<file path="src/rtl/apb_requester.sv">
// APB4 requester: one outstanding transfer at a time.
// A local valid/ready request is turned into APB SETUP and ACCESS phases.
// PREADY wait states are honoured. The result comes back on a valid/ready
// response channel. A bounded ACCESS phase turns a completer that never
// answers into an error response instead of a hang.
module apb_requester #(
    parameter int XLEN       = 64,
    parameter int ADDR_WIDTH = 32,
    parameter int TIMEOUT    = 255
) (
    input  logic                  PCLK,
    input  logic                  PRESETn,
    input  logic                  ReqValid,
    output logic                  ReqReady,
    input  logic                  ReqWrite,
    input  logic [ADDR_WIDTH-1:0] ReqAddr,
    input  logic [XLEN-1:0]       ReqWData,
    input  logic [XLEN/8-1:0]     ReqStrb,
    output logic                  RspValid,
    input  logic                  RspReady,
    output logic [XLEN-1:0]       RspRData,
    output logic                  RspErr,
    output logic                  PSEL,
    output logic                  PENABLE,
    output logic                  PWRITE,
    output logic [ADDR_WIDTH-1:0] PADDR,
    output logic [XLEN-1:0]       PWDATA,
    output logic [XLEN/8-1:0]     PSTRB,
    input  logic                  PREADY,
    input  logic [XLEN-1:0]       PRDATA
);

    // The counter saturates at TIMEOUT, so it never needs more than this width.
    localparam int CNT_W = (TIMEOUT > 0) ? $clog2(TIMEOUT + 1) : 1;
    localparam logic [CNT_W-1:0] CNT_MAX = CNT_W'(TIMEOUT);

    typedef enum logic [1:0] {
        IDLE   = 2'd0,
        SETUP  = 2'd1,
        ACCESS = 2'd2,
        RESP   = 2'd3
    } state_t;

    state_t           state;
    state_t           state_nx;
    logic [CNT_W-1:0] wait_cnt;
    logic             timeout_hit;
    logic             accept;
    logic             access_done;

    // Next-state logic, handshake qualifiers and the request-ready output.
    always_comb begin
        state_nx    = state;
        timeout_hit = (TIMEOUT != 0) && (wait_cnt == CNT_MAX);
        accept      = (state == IDLE) && ReqValid;
        access_done = (state == ACCESS) && (PREADY || timeout_hit);
        // Ready is forced low while reset is held, even though the state reads IDLE.
        ReqReady    = PRESETn && (state == IDLE);
        case (state)
            IDLE:    if (ReqValid) state_nx = SETUP;
            SETUP:   state_nx = ACCESS;
            ACCESS:  if (PREADY || timeout_hit) state_nx = RESP;
            RESP:    if (RspReady) state_nx = IDLE;
            default: state_nx = IDLE;
        endcase
    end

    // State register.
    always_ff @(posedge PCLK or negedge PRESETn) begin
        if (!PRESETn) begin
            state <= IDLE;
        end else begin
            state <= state_nx;
        end
    end

    // Wait-state counter: cleared on acceptance, counts ACCESS cycles without PREADY.
    always_ff @(posedge PCLK or negedge PRESETn) begin
        if (!PRESETn) begin
            wait_cnt <= '0;
        end else if (accept) begin
            wait_cnt <= '0;
        end else if ((state == ACCESS) && !PREADY && (wait_cnt != CNT_MAX)) begin
            wait_cnt <= wait_cnt + CNT_W'(1);
        end
    end

    // APB outputs: the request is captured on acceptance and held until the transfer ends.
    always_ff @(posedge PCLK or negedge PRESETn) begin
        if (!PRESETn) begin
            PSEL    <= 1'b0;
            PENABLE <= 1'b0;
            PWRITE  <= 1'b0;
            PADDR   <= '0;
            PWDATA  <= '0;
            PSTRB   <= '0;
        end else if (accept) begin
            PSEL    <= 1'b1;
            PENABLE <= 1'b0;
            PWRITE  <= ReqWrite;
            PADDR   <= ReqAddr;
            // Reads drive no write lanes, so the completer never sees stale data.
            PWDATA  <= ReqWrite ? ReqWData : '0;
            PSTRB   <= ReqWrite ? ReqStrb : '0;
        end else if (state == SETUP) begin
            PENABLE <= 1'b1;
        end else if (access_done) begin
            PSEL    <= 1'b0;
            PENABLE <= 1'b0;
        end
    end

    // Response channel: loaded when ACCESS ends, held until the master consumes it.
    always_ff @(posedge PCLK or negedge PRESETn) begin
        if (!PRESETn) begin
            RspValid <= 1'b0;
            RspRData <= '0;
            RspErr   <= 1'b0;
        end else if ((state == ACCESS) && PREADY) begin
            RspValid <= 1'b1;
            RspErr   <= 1'b0;
            RspRData <= PWRITE ? '0 : PRDATA;
        end else if ((state == ACCESS) && timeout_hit) begin
            RspValid <= 1'b1;
            RspErr   <= 1'b1;
            RspRData <= '0;
        end else if ((state == RESP) && RspReady) begin
            RspValid <= 1'b0;
        end
    end

endmodule

</file>
<file path="config.mk">
export PLATFORM = sky130hd
export DESIGN_NAME = apb_requester
export DESIGN_NICKNAME = d
export VERILOG_FILES = /design/src/rtl/apb_requester.sv
export SDC_FILE = /design/constraint.sdc
export NUM_CORES = 1
export LEC_CHECK = 0
export ABC_AREA = 1
export ABC_CLOCK_PERIOD_IN_PS = 1700
export CAP_MARGIN = 40
export CORE_MARGIN = 2
export CORE_UTILIZATION = 42
export CTS_CLUSTER_DIAMETER = 80
export CTS_CLUSTER_SIZE = 40
export DETAILED_ROUTE_END_ITERATION = 12
export GPL_TIMING_DRIVEN = 0
export PLACE_DENSITY = 0.81
export REMOVE_ABC_BUFFERS = 1
export SLEW_MARGIN = 0
export SYNTH_ARGS = -nofsm -noshare
export SYNTH_HDL_FRONTEND = slang
export SYNTH_SLANG_ARGS = --single-unit
</file>
<file path="constraint.sdc">
create_clock -name PCLK -period 1.7 [get_ports PCLK]
set_input_delay 0.17 -clock PCLK [delete_from_list [all_inputs] [get_ports PCLK]]
set_output_delay 0.17 -clock PCLK [all_outputs]
set_load 0.02 [all_outputs]
</file>
After elaboration in Yosys (flattened, before gate mapping). Cells that the tools add are included.

Flip-flop bits (word level): 183. Bits of input ports: 174.

$add $sub $neg: 1. Equal/unequal tests: 9. Muxes and demuxes: 21. Reduce and logical (&&, ||, !) cells: 18.

Operators with widths (number): $mux W64 (4); $mux W8 (3); $mux W1 (10); $add A8 B1 Y8 const B (1); $eq A8 B8 Y1 const B (1); $logic_and A1 B1 Y1 (8); $ne A2 B2 Y1 const B (4); $ne A8 B8 Y1 const B (1); $pmux W2 S4 (1); $mux W2 (3); $reduce_bool A2 Y1 (3); $reduce_bool A3 Y1 (2); $eq A2 B2 Y1 const B (2); $reduce_and A3 Y1 (1); $eq A2 B1 Y1 const B (1); $logic_not A2 Y1 (1); $reduce_and A2 Y1 (1); $logic_not A1 Y1 (1); $logic_or A1 B1 Y1 (1).

Depth between registers and ports, before layout. Gate-level depths: netlist (run 1).

Depth after elaboration: 6. Depth in mapped cells: 9. Gate-level depth less buffers: 9.

Least setup slack after synthesis (run 1). OpenSTA, ideal clock, no wires.

Kind: flip-flop to flip-flop. Start: reg state[0]. End: reg PADDR[10]. Arrival time: 1417 ps. Slack: 166 ps. Cell stages (with the launch flop): 9. Path buffers: 2. Cell sequence: dfrtp_1 > inv_1 > ha_1 > nand2_1 > buf_4 > clkinv_1 > buf_2 > nand2_1 > nand2_1.

Cells in the longest elaborated chain, start to end: 2.

Ends and longest elaborated chain: start: declaration (RTL line 44) `state_t state;`; start signal: assignment (RTL line 73) `state <= state_nx;`; $logic_not A2 Y1 (RTL line 55) `accept = (state == IDLE) && ReqValid;`; $logic_and A1 B1 Y1 (RTL line 55); end signal: assignment (RTL line 101) `PADDR <= ReqAddr;`; end: declaration (RTL line 26) `output logic [ADDR_WIDTH-1:0] PADDR,`.

Every way passes these cells. A chain may end at the register's enable or synchronous reset.

Final worst setup path (run 1).
Start: reg wait_cnt[0]. End: reg RspRData[36].

Cells in the longest elaborated chain, start to end: 3.

Ends and longest elaborated chain: start: declaration (RTL line 46) `logic [CNT_W-1:0] wait_cnt;`; start signal: assignment (RTL line 84) `wait_cnt <= wait_cnt + CNT_W'(1);`; $eq A8 B8 Y1 (RTL line 54) `timeout_hit = (TIMEOUT != 0) && (wait_cnt == CNT_MAX);`; $logic_and A1 B1 Y1 (RTL line 123) `end else if ((state == ACCESS) && timeout_hit) begin`; $reduce_bool A2 Y1 (no source line); end signal: assignment (RTL line 122) `RspRData <= PWRITE ? '0 : PRDATA;`; end: declaration (RTL line 21) `output logic [XLEN-1:0] RspRData,`.

Every way passes these cells.

==> results of run 1 <==
## timing repair
action | CTS | global route
setup buffers | 7 | 6
setup endpoints to repair | 143 | 54
pin swaps | 3 | 3
gates cloned | 4 | 1
resized for setup | 15 | 8
hold endpoints to repair | 80 | 80
## power groups by stage
| stage | clock, W | sequential, W | combinational [W] |
|---|---|---|---|
| 3_3_place_gp | 0 | 0.00729 | 0.00988 |
| 4_1_cts | 0.00403 | 0.00744 | 0.0112 |
| 3_5_place_dp | 0 | 0.00749 | 0.0108 |
| 5_1_grt | 0.00422 | 0.00769 | 0.0120 |
| 2_1_floorplan | 0 | 0.00952 | 0.00264 |
| 6_report | 0.00398 | 0.00746 | 0.0112 |
## cell usage in the layout, fill, tap and decap left out, drive strengths merged
cell type / synthesis / layout
clkdlybuf4s15: 0 / 1
clkdlybuf4s50: 0 / 343
clkinvlp: 0 / 3
nor2: 13 / 13
a21oi: 2 / 2
o21ai: 75 / 75
nand2: 350 / 351
o21bai: 1 / 1
buf: 31 / 24
ha: 6 / 6
or2: 1 / 1
nand3: 141 / 141
bufbuf: 0 / 3
dlymetal6s2s: 0 / 1
clkinv: 1 / 5
dfrtp: 183 / 183
bufinv: 0 / 1
nand4: 1 / 1
clkbuf: 28 / 20
xor2: 2 / 2
inv: 18 / 23
## sequential cells by signal (all words and copies together) (netlist names)
register,flops
PADDR,32
PENABLE,1
PSEL,1
PSTRB,8
PWDATA,64
PWRITE,1
RspErr,1
RspRData,64
RspValid,1
state,2
wait_cnt,8
## cell usage after synthesis (all sizes together)
| cell | count | area share (%) |
|---|---|---|
| clkinv | 1 | 0.049 |
| buf | 31 | 2.3 |
| nor2 | 13 | 0.80 |
| inv | 18 | 0.88 |
| nand3 | 141 | 11 |
| o21bai | 1 | 0.098 |
| nand4 | 1 | 0.081 |
| clkbuf | 28 | 1.4 |
| ha | 6 | 0.98 |
| xor2 | 2 | 0.23 |
| dfrtp | 183 | 60 |
| a21oi | 2 | 0.28 |
| o21ai | 75 | 4.9 |
| or2 | 1 | 0.081 |
| nand2 | 350 | 17 |
## how the worst min path moves through the flow
stage	to	cells after the start	slack (ns)	start
after floorplan	PADDR[0]	0	-0.13	PRESETn
after global placement	PADDR[16]	2	0.46	PADDR[16]
after detailed placement	RspRData[43]	1	0.20	PRESETn
after CTS	RspRData[43]	1	-0.25	PRESETn
after global routing	RspRData[43]	1	-0.32	PRESETn
final	RspRData[43]	1	-0.35	PRESETn
## routing by layer
| metal | routed length (um) | up-vias | global-route usage, % |
|---|---|---|---|
| met2 | 13000 | 240 | 43.6 |
| met1 | 10500 | 3403 | 33.1 |
| li1 | - | 3406 | - |
| met5 | 0 | - | 0 |
| met3 | 1260 | 66 | 5.71 |
| met4 | 1050 | 0 | 12.6 |
## kinds of logic (layout without fill, tap and decap cells)
family,after synthesis,count (layout),share of synthesized area [%]
and+or+nand+nor,506,507,29.4
DFF,183,183,59.6
AOI/OAI and AO/OA,78,78,5.26
buffers and inverters,78,424,4.59
adders and majority gates,6,6,0.977
xor gates and xnor gates,2,2,0.228
## worst reg2reg max path: stages, from the launching register on
cell	delay, ns
dfrtp_1	0.41
ha_2	0.23
nand2_2	0.10
nor2_4	0.17
nand3_4	0.14
bufbuf_16	0.37
nand3_2	0.08
nand2_1	0.06
## through the flow
step | hold slack [ns] | power [W]
final | -0.350 | 0.0227
after global routing | -0.325 | 0.0239
after CTS | -0.255 | 0.0227
after detailed placement | 0.200 | 0.0183
after global placement | 0.461 | 0.0172
after floorplan | -0.126 | 0.0122
## layout make-up
type	count	area share [%]
sequential	183	37.2
timing repair buffer	373	32.0
multi-input combinational	593	23.0
clock buffer	19	3.68
tap	229	2.33
clock inverter	13	1.10
inverter	19	0.721
==> impl_metrics.sql, run 1 <==
INSERT INTO impl_metrics (metric_group, metric, value, unit) VALUES
('sta', 'setup-violations-final', '0', ''),
('clocking', 'cts_tree', 'yes', ''),
('routing', 'drt-total-wl', '25.8', 'mm'),
('finish', 'layout.cells.non_filler', '1429', ''),
('outcome', 'outcome', 'finished with violations', ''),
('logic_synthesis', 'synth.yosys.seq_area_share', '59.6', '%'),
('logic_synthesis', 'synth.lib_cells_used.distinct', '25', ''),
('critical_path', 'critical_path.reg2reg.endpoint', 'RspRData[36]', ''),
('logic_synthesis', 'yosys_warnings', '0', ''),
('outcome', 'failed_checks', 'hold timing', ''),
('die', 'floorplan.die.height', '139', 'um'),
('logic_synthesis', 'post_syn_area', '0.00769', 'sq mm'),
('die', 'row_count', '49', ''),
('critical_path', 'end_kind', 'flop', ''),
('die', 'initial_core_util', '42.8', '%'),
('sta', 'finalHoldViolCount', '80', ''),
('sta', 'finalCriticalPeriod', '1.65', 'ns'),
('global_route', 'gr-usage-all-layers', '26.4', '%'),
('global_route', 'antenna_found_initial', '0', ''),
('critical_path', 'worstSetupPathDepth', '7', ''),
('placed_design', 'portBuffers', '347', ''),
('critical_path', 'worstSetupPathType', 'flop to flop', ''),
('finish', 'antennaDiodeCount', '0', ''),
('sta', 'slew_violations', '0', ''),
('finish', 'post-route-cell-area', '0.0123', 'sq mm'),
('placed_design', 'gp_congestion', '0.873', ''),
('finish', 'multi_input_comb_area', '0.00283', 'sq mm'),
('power_and_ir_drop', 'netSwitchingPower', '0.00915', 'W'),
('critical_path', 'crit_chain', 'ha_2, nand2_2, nor2_4, nand3_4, bufbuf_16, nand3_2, nand2_1', ''),
('sta', 'timing.setup.tns', '0', 'ns'),
('finish', 'utilization', '68.6', '%'),
('sta', 'finalClockSkew', '0.0140', 'ns'),
('finish', 'fin_nets', '1367', ''),
('placed_design', 'placement.cell_area', '0.0114', 'sq mm'),
('critical_path', 'critical_path.max_fanout', '28', ''),
('global_route', 'grt_start_max_net_pins', '83', ''),
('clocking', 'clockBufferDepth', '2', ''),
('clocking', 'reg_clk_slew_reported_paths', '0.07', 'ns'),
('logic_synthesis', 'syn_avg_cell_area', '9.01', 'sq um'),
('die', 'dieWidth', '139', 'um'),
('routing', 'wire_length_per_cell', '18.0', 'um'),
('power_and_ir_drop', 'power.static_leakage', '5.79', 'nW'),
('routing', 'first_iter_violations', '416', ''),
('clocking', 'clock_tree.root_cell', 'clkbuf_16', ''),
('routing', 'detail_route.first_pass.iterations', '5', ''),
('power_and_ir_drop', 'power_density', '1840', 'mW/mm^2'),
('sta', 'rsz_0062_raised_after_global_routing', 'true', ''),
('routing', 'vias', '7115', ''),
('sta', 'timing.final.crit_share', '97.4', '%'),
('critical_path', 'reg2reg_from', 'wait_cnt[0]', ''),
('global_route', 'grt_first_pass_wirelength', '39.8', 'mm'),
('finish', 'nFillCells', '1352', ''),
('finish', 'fraction_of_layout_cells_with_a_size_suffix_above_1', '9.25', '%'),
('power_and_ir_drop', 'power_report.internal_total', '0.0135', 'W'),
('critical_path', 'worst_r2r_path_depth', '7', ''),
('critical_path', 'cp_data_arrival_time', '1.96', 'ns'),
('critical_path', 'critical_path.slowest_cell', 'dfrtp_1', ''),
('logic_synthesis', 'postSynthRegisterBits', '183', ''),
('die', 'core_area', '0.0180', 'sq mm'),
('routing', 'viasPerCell', '4.98', ''),
('sta', 'worst_hold_slack', '-0.350', 'ns'),
('sta', 'tightest_slew', '0.884', 'ns'),
('power_and_ir_drop', 'seqPwrFrac', '32.9', '%'),
('power_and_ir_drop', 'netSwitchingFraction', '40.3', '%'),
('sta', 'timing.final.ws_setup', '0.0450', 'ns'),
('die', 'top_level_ports', '348', ''),
('placed_design', 'pre_cts_ws', '-0.605', 'ns'),
('global_route', 'grt_overflow_total', '0', ''),
('clocking', 'htree_levels', '4', ''),
('finish', 'syn2layout_area_growth', '60.2', '%'),
('clocking', 'clock_sink_total', '183', '');
Power figures use the tool's default switching activity.
==> run 2: changes to the inputs <==
Settings changed: CORE_AREA set to 2 2 135 137, CORE_MARGIN 2 to not set, CORE_UTILIZATION 42 to not set, DIE_AREA set to 0 0 137 139, DONT_BUFFER_PORTS set to 1, PLACE_DENSITY 0.81 to not set.
==> run 2 against run 1 <==
The run still ends with hold timing left. Critical path depth stayed put. Wire length fell by 12%. Worst setup slack gained 0.052 ns. Maximum frequency up 3.3%.
==> impl_metrics.sql, run 2 (synthesis results as in run 1) <==
INSERT INTO impl_metrics (metric_group, metric, value, unit) VALUES
('outcome', 'outcome', 'finished with violations', ''),
('outcome', 'failed_checks', 'hold timing', ''),
('placed_design', 'placement.cell_area', '0.00788', 'sq mm'),
('finish', 'nFillCells', '1474', ''),
('clocking', 'hold_buffers', '177', ''),
('critical_path', 'end_kind', 'flop', ''),
('clocking', 'clock_insertion_delay_worst_skew', '0.43', 'ns'),
('global_route', 'grt_overflow_total', '0', ''),
('finish', 'reg.largest.list', 'PWDATA: 64 flops, RspRData: 64 flops, PADDR: 32 flops', ''),
('die', 'core_area', '0.0177', 'sq mm'),
('sta', 'tightest_slew', '0.358', 'ns'),
('sta', 'setup-violations-final', '0', ''),
('critical_path', 'worst_r2r_path_depth', '7', ''),
('sta', 'timing.setup.tns', '0', 'ns'),
('critical_path', 'setup.worst_path.end', 'RspRData[5]', ''),
('global_route', 'grt_start_max_net_pins', '185', ''),
('placed_design', 'gp_congestion', '0.790', ''),
('global_route', 'grt_first_pass_wirelength', '35.9', 'mm'),
('die', 'row_count', '49', ''),
('critical_path', 'cp.required', '2.01', 'ns'),
('sta', 'finalHoldViolCount', '183', ''),
('routing', 'drt_antenna_net_count', '0', ''),
('die', 'initial_core_util', '43.5', '%'),
('routing', 'first_iter_violations', '453', ''),
('die', 'top_level_ports', '348', ''),
('finish', 'fin_nets', '1189', ''),
('sta', 'slew_headroom', '76.1', '%'),
('placed_design', 'dpl.hpwl', '13.4', 'mm'),
('sta', 'rsz_0062_raised_after_global_routing', 'true', ''),
('die', 'floorplan.die.height', '139', 'um'),
('power_and_ir_drop', 'power_density', '1800', 'mW/mm^2'),
('routing', 'vias', '6483', ''),
('global_route', 'antenna_found_initial', '0', ''),
('finish', 'post-route-cell-area', '0.0105', 'sq mm'),
('finish', 'layout.cells.non_filler', '1251', ''),
('routing', 'viasPerCell', '5.18', ''),
('sta', 'slew_violations', '0', ''),
('global_route', 'first_global_vias', '6731', ''),
('routing', 'detail_route.first_pass.iterations', '7', ''),
('sta', 'worst_hold_slack', '-0.561', 'ns'),
('routing', 'wire_length_per_cell', '18.2', 'um'),
('clocking', 'htree_levels', '4', ''),
('placed_design', 'portBuffers', '0', ''),
('clocking', 'clock_tree.root_cell', 'clkbuf_16', ''),
('sta', 'max_clock_freq', '0.624', 'GHz'),
('critical_path', 'worstSetupPathType', 'flop to flop', ''),
('placed_design', 'place.detailed.instances', '1030', ''),
('sta', 'finalCriticalPeriod', '1.60', 'ns'),
('finish', 'antennaDiodeCount', '0', ''),
('die', 'die_area', '0.0190', 'sq mm'),
('global_route', 'gr-usage-all-layers', '24.2', '%'),
('critical_path', 'critical_path.max_fanout', '47', ''),
('power_and_ir_drop', 'power.static_leakage', '5.14', 'nW'),
('clocking', 'cts_tree', 'yes', ''),
('finish', 'layout_commonest_cell', 'nand2_1', ''),
('power_and_ir_drop', 'fin_total_pwr', '0.0189', 'W'),
('min_path', 'holdCritPathClass', 'input port to asynchronous set/reset pin', ''),
('critical_path', 'setup.worst_path.start_class', 'flop', ''),
('routing', 'route.detailed.drc', '0', ''),
('critical_path', 'crit_path_from', 'wait_cnt[0]', ''),
('critical_path', 'reg2reg_from', 'wait_cnt[0]', ''),
('sta', 'timing.final.crit_share', '94.3', '%'),
('power_and_ir_drop', 'worst_ir_drop_vdd', '1.15', 'mV'),
('routing', 'drt-total-wl', '22.7', 'mm'),
('finish', 'syn2layout_area_growth', '36.7', '%'),
('finish', 'mostFrequentLayoutCells', 'nand2_1, dfrtp_1, dlygate4sd3_1', ''),
('critical_path', 'reg2reg_slack', '0.1', 'ns'),
('die', 'dieWidth', '137', 'um'),
('clocking', 'reg_clk_slew_reported_paths', '0.08', 'ns'),
('clocking', 'cts_buffers', '17', ''),
('finish', 'ff_latch_area', '0.00458', 'sq mm'),
('clocking', 'clock_sink_total', '183', ''),
('sta', 'finalClockSkew', '0.00997', 'ns'),
('critical_path', 'cp_data_arrival_time', '1.92', 'ns'),
('critical_path', 'critical_path.reg2reg.endpoint', 'RspRData[5]', ''),
('finish', 'fraction_of_layout_cells_with_a_size_suffix_above_1', '9.69', '%'),
('run', 'max_cap_viol_count', '0', ''),
('clocking', 'clockBufferDepth', '2', ''),
('finish', 'multi_input_comb_area', '0.00282', 'sq mm');
## run 2: cell types whose count changed in the layout (fill, tap and decap cells not counted), sizes merged, moves of 3 or more
cell / delta
clkdlybuf4s50: -343
dlygate4sd3: +176
buf: -8
inv: +5
clkbuf: -3
clkinvlp: -3
## run 2: critical path, cell delays in order (launching register included)
cell and delay (ns):
dfrtp_1 0.39, ha_1 0.21, nand2_2 0.11, nor2_4 0.22, nand3_4 0.15, buf_12 0.24, nand3_1 0.11, nand2_1 0.07
## run 2: area by class of cell
| class | instances | share of cell area (%) |
|---|---|---|
| clock buffer | 17 | 4.05 |
| multi-input combinational | 593 | 26.9 |
| tap | 229 | 2.73 |
| timing repair buffer | 195 | 20.2 |
| clock inverter | 15 | 1.75 |
| inverter | 19 | 0.869 |
| sequential | 183 | 43.6 |
## run 2: through the flow
stage                     setup WS [ns]  utilization, %
after CTS                        0.0426            59.3
after detailed placement         -0.893            44.6
after floorplan                   -4.02               -
after global routing            -0.0195            59.5
final                            0.0972            59.5
after global placement            -6.70            43.6
## run 2: what timing repair did
action                                  4_1_cts  5_1_grt
gates cloned                                  4        0
hold endpoints to repair                    353      183
gates resized for setup                      11        3
pin swaps                                     2        1
endpoints found under the setup margin      152      111
setup buffers                                 6        2
## run 2: metal layers
layer  vias up  share of wire [%]  GRT usage [%]
met5         -                  0              0
met4         0                3.1           10.5
met3        56                7.8           6.73
met2       299                 49           39.0
met1      3073                 40           30.3
li1       3055                  -              -
## run 2: worst min path at each step
| stage | start | endpoint | slack (ns) | cells past startpoint |
|---|---|---|---|---|
| finish | PRESETn | PWDATA[57] | -0.56 | 0 |
| global route | PRESETn | PWDATA[57] | -0.60 | 0 |
| CTS | PRESETn | PWDATA[57] | -0.59 | 0 |
| detailed placement | PRESETn | PWDATA[57] | -0.12 | 0 |
| global placement | PRESETn | PWDATA[24] | -0.12 | 0 |
| floorplan | PRESETn | PADDR[0] | -0.13 | 0 |
## run 2: power by group
part           internal (W)  leakage [nW]  total (W)  switching [W]
logic               0.00195          2.48    0.00447        0.00252
registers           0.00628          2.36     0.0103        0.00406
clock network       0.00213         0.301    0.00408        0.00195
==> run 3: changes to the inputs <==
Settings changed: ABC_CLOCK_PERIOD_IN_PS 1700 to 1800, CTS_CLUSTER_SIZE 40 to 30.
Clock period 1.7 ns to 1.8 ns, I/O delays scaled along.
==> run 3 against run 2 <==
The flow still finishes with violations (hold timing). Maximum frequency shrank 4.9%. Utilization shrank 0.22 points. Final cell count shrank 0.32%. Sequential share of layout area grew 0.17 points. Worst setup slack gained 0.017 ns. Via count shrank 0.15%. Sequential cell count is the same. Critical path type unchanged. Critical endpoint is now PWDATA[50].
==> impl_metrics.sql, run 3 (synthesis results as in run 1) <==
INSERT INTO impl_metrics (metric_group, metric, value, unit) VALUES
('outcome', 'outcome', 'finished with violations', ''),
('outcome', 'failed_checks', 'hold timing', ''),
('routing', 'detail_route.first_pass.iterations', '5', ''),
('critical_path', 'cp_data_arrival_time', '1.99', 'ns'),
('power_and_ir_drop', 'netSwitchingFraction', '45.3', '%'),
('routing', 'drt-total-wl', '22.7', 'mm'),
('global_route', 'grt_overflow_total', '0', ''),
('power_and_ir_drop', 'netSwitchingPower', '0.00806', 'W'),
('finish', 'fraction_of_layout_cells_with_a_size_suffix_above_1', '9.43', '%'),
('critical_path', 'reg2reg_slack', '0.11', 'ns'),
('clocking', 'clock_tree.root_cell', 'clkbuf_16', ''),
('placed_design', 'place.detailed.instances', '1030', ''),
('die', 'dieWidth', '137', 'um'),
('sta', 'worst_hold_slack', '-0.556', 'ns'),
('sta', 'finalHoldViolCount', '183', ''),
('power_and_ir_drop', 'power.static_leakage', '5.12', 'nW'),
('finish', 'mostFrequentLayoutCells', 'nand2_1, dfrtp_1, dlygate4sd3_1', ''),
('clocking', 'reg_clk_slew_reported_paths', '0.08', 'ns'),
('power_and_ir_drop', 'seqPwrFrac', '55.0', '%'),
('finish', 'reg.largest.list', 'PWDATA: 64 flops, RspRData: 64 flops, PADDR: 32 flops', ''),
('routing', 'wire_length_per_cell', '18.2', 'um'),
('critical_path', 'worst_path_dominant_cell_family', 'buffers and inverters', ''),
('global_route', 'gr-usage-all-layers', '24.1', '%'),
('finish', 'fin_nets', '1185', ''),
('routing', 'first_iter_violations', '467', ''),
('placed_design', 'gp_congestion', '0.790', ''),
('clocking', 'clock_insertion_delay_worst_skew', '0.43', 'ns'),
('sta', 'timing.final.crit_share', '93.6', '%'),
('critical_path', 'setup.worst_path.start_class', 'flop', ''),
('routing', 'vias', '6473', ''),
('run', 'max_cap_viol_count', '0', ''),
('routing', 'route.detailed.drc', '0', ''),
('die', 'core_area', '0.0177', 'sq mm'),
('critical_path', 'critical_path.reg2reg.endpoint', 'PWDATA[50]', ''),
('global_route', 'grt_first_pass_wirelength', '35.8', 'mm'),
('power_and_ir_drop', 'pwr-share-comb', '23.2', '%'),
('clocking', 'hold_buffers', '177', ''),
('critical_path', 'critical_path.slowest_cell', 'dfrtp_2', ''),
('placed_design', 'portBuffers', '0', ''),
('finish', 'syn2layout_area_growth', '36.1', '%'),
('sta', 'max_clock_freq', '0.593', 'GHz'),
('clocking', 'cts_tree', 'yes', ''),
('die', 'initial_core_util', '43.5', '%'),
('min_path', 'holdCritPathClass', 'input port to asynchronous set/reset pin', ''),
('power_and_ir_drop', 'pwr-share-clk', '21.7', '%'),
('power_and_ir_drop', 'worst_ir_drop_vdd', '1.08', 'mV'),
('routing', 'drt_antenna_net_count', '0', ''),
('critical_path', 'worst_path_largest_cell_delay', '0.44', 'ns'),
('die', 'top_level_ports', '348', ''),
('sta', 'finalCriticalPeriod', '1.69', 'ns'),
('critical_path', 'reg2reg_from', 'state[1]', ''),
('die', 'row_count', '49', ''),
('clocking', 'cts_buffers', '17', ''),
('die', 'die_area', '0.0190', 'sq mm'),
('sta', 'tightest_slew', '0.360', 'ns'),
('die', 'floorplan.die.height', '139', 'um'),
('clocking', 'clockBufferDepth', '2', ''),
('power_and_ir_drop', 'power_density', '1700', 'mW/mm^2'),
('sta', 'setup-violations-final', '0', ''),
('finish', 'layout.cells.non_filler', '1247', ''),
('critical_path', 'critPathBufInv', '3', ''),
('sta', 'rsz_0062_raised_after_global_routing', 'false', ''),
('critical_path', 'end_kind', 'flop', ''),
('finish', 'utilization', '59.3', '%'),
('routing', 'viasPerCell', '5.19', ''),
('global_route', 'grt_start_max_net_pins', '185', ''),
('sta', 'slew_violations', '0', ''),
('clocking', 'clock_sink_total', '183', ''),
('clocking', 'htree_levels', '4', ''),
('finish', 'antennaDiodeCount', '0', ''),
('power_and_ir_drop', 'power_report.internal_total', '0.00973', 'W'),
('global_route', 'antenna_found_initial', '0', ''),
('finish', 'layout_commonest_cell', 'nand2_1', ''),
('critical_path', 'worstSetupPathDepth', '7', ''),
('sta', 'slew_headroom', '76.0', '%'),
('critical_path', 'critical_path.max_fanout', '43', ''),
('critical_path', 'worst_r2r_path_depth', '7', ''),
('finish', 'nFillCells', '1474', ''),
('sta', 'finalClockSkew', '0.0125', 'ns'),
('power_and_ir_drop', 'fin_total_pwr', '0.0178', 'W'),
('placed_design', 'dpl.hpwl', '13.4', 'mm'),
('global_route', 'first_global_vias', '6715', ''),
('critical_path', 'worstSetupPathType', 'flop to flop', ''),
('critical_path', 'crit_chain', 'inv_1, ha_2, nand2_4, buf_4, bufbuf_16, nand2_1, o21ai_0', ''),
('critical_path', 'cp.required', '2.10', 'ns');
[run 3: cell types whose count changed in the layout (fill, tap and decap cells not counted), sizes merged]
cell and change:
buf -4
[run 3: cell type report]
cell class                 instances  area [sq um]  area share [%]
multi-input combinational        593          2810            26.9
clock buffer                      17           425            4.06
tap                              229           287            2.74
clock inverter                    15           184            1.76
timing repair buffer             191          2090            19.9
sequential                       183          4580            43.8
inverter                          19          91.3           0.873
[run 3: routing by layer]
layer,wire length [um],global-route usage [%]
met3,1690,6.80
met5,0,0
met4,729,10.5
met1,9030,30.1
met2,11300,39.0
[run 3: worst max-delay path by stage]
| stage | slack, ns | from | to |
|---|---|---|---|
| floorplan | -3.92 | state[0] | wait_cnt[7] |
| global placement | -6.60 | state[0] | wait_cnt[7] |
| detailed placement | -0.79 | state[0] | wait_cnt[7] |
| CTS | 0.04 | state[0] | wait_cnt[7] |
| global route | 0.03 | state[1] | PWDATA[50] |
| finish | 0.11 | state[1] | PWDATA[50] |
[run 3: per-stage QoR]
step	area, sq um	setup slack [ns]	setup TNS [ns]
2_1_floorplan	7410	-3.92	-429.24
3_3_place_gp	7690	-6.60	-755.83
3_5_place_dp	7880	-0.793	-30.37
4_1_cts	10400	0.0363	0
5_1_grt	10500	0.0295	0
6_report	10500	0.115	0
[run 3: power groups by stage]
| stage | Clock [W] | Sequential, W | Combinational [W] |
|---|---|---|---|
| finish | 0.00387 | 0.00979 | 0.00413 |
| global route | 0.00410 | 0.0100 | 0.00473 |
| CTS | 0.00393 | 0.00978 | 0.00406 |
| detailed placement | 0 | 0.00981 | 0.00343 |
| global placement | 0 | 0.00971 | 0.00288 |
| floorplan | 0 | 0.00874 | 0.00247 |
[run 3: repair_timing]
| action | CTS | global route |
|---|---|---|
| pin swaps | 2 | 2 |
| cloned | 4 | 0 |
| endpoints found under the hold margin | 353 | 183 |
| gates resized for setup | 10 | 4 |
| endpoints found under the setup margin | 141 | 68 |
| setup buffers | 1 | 3 |
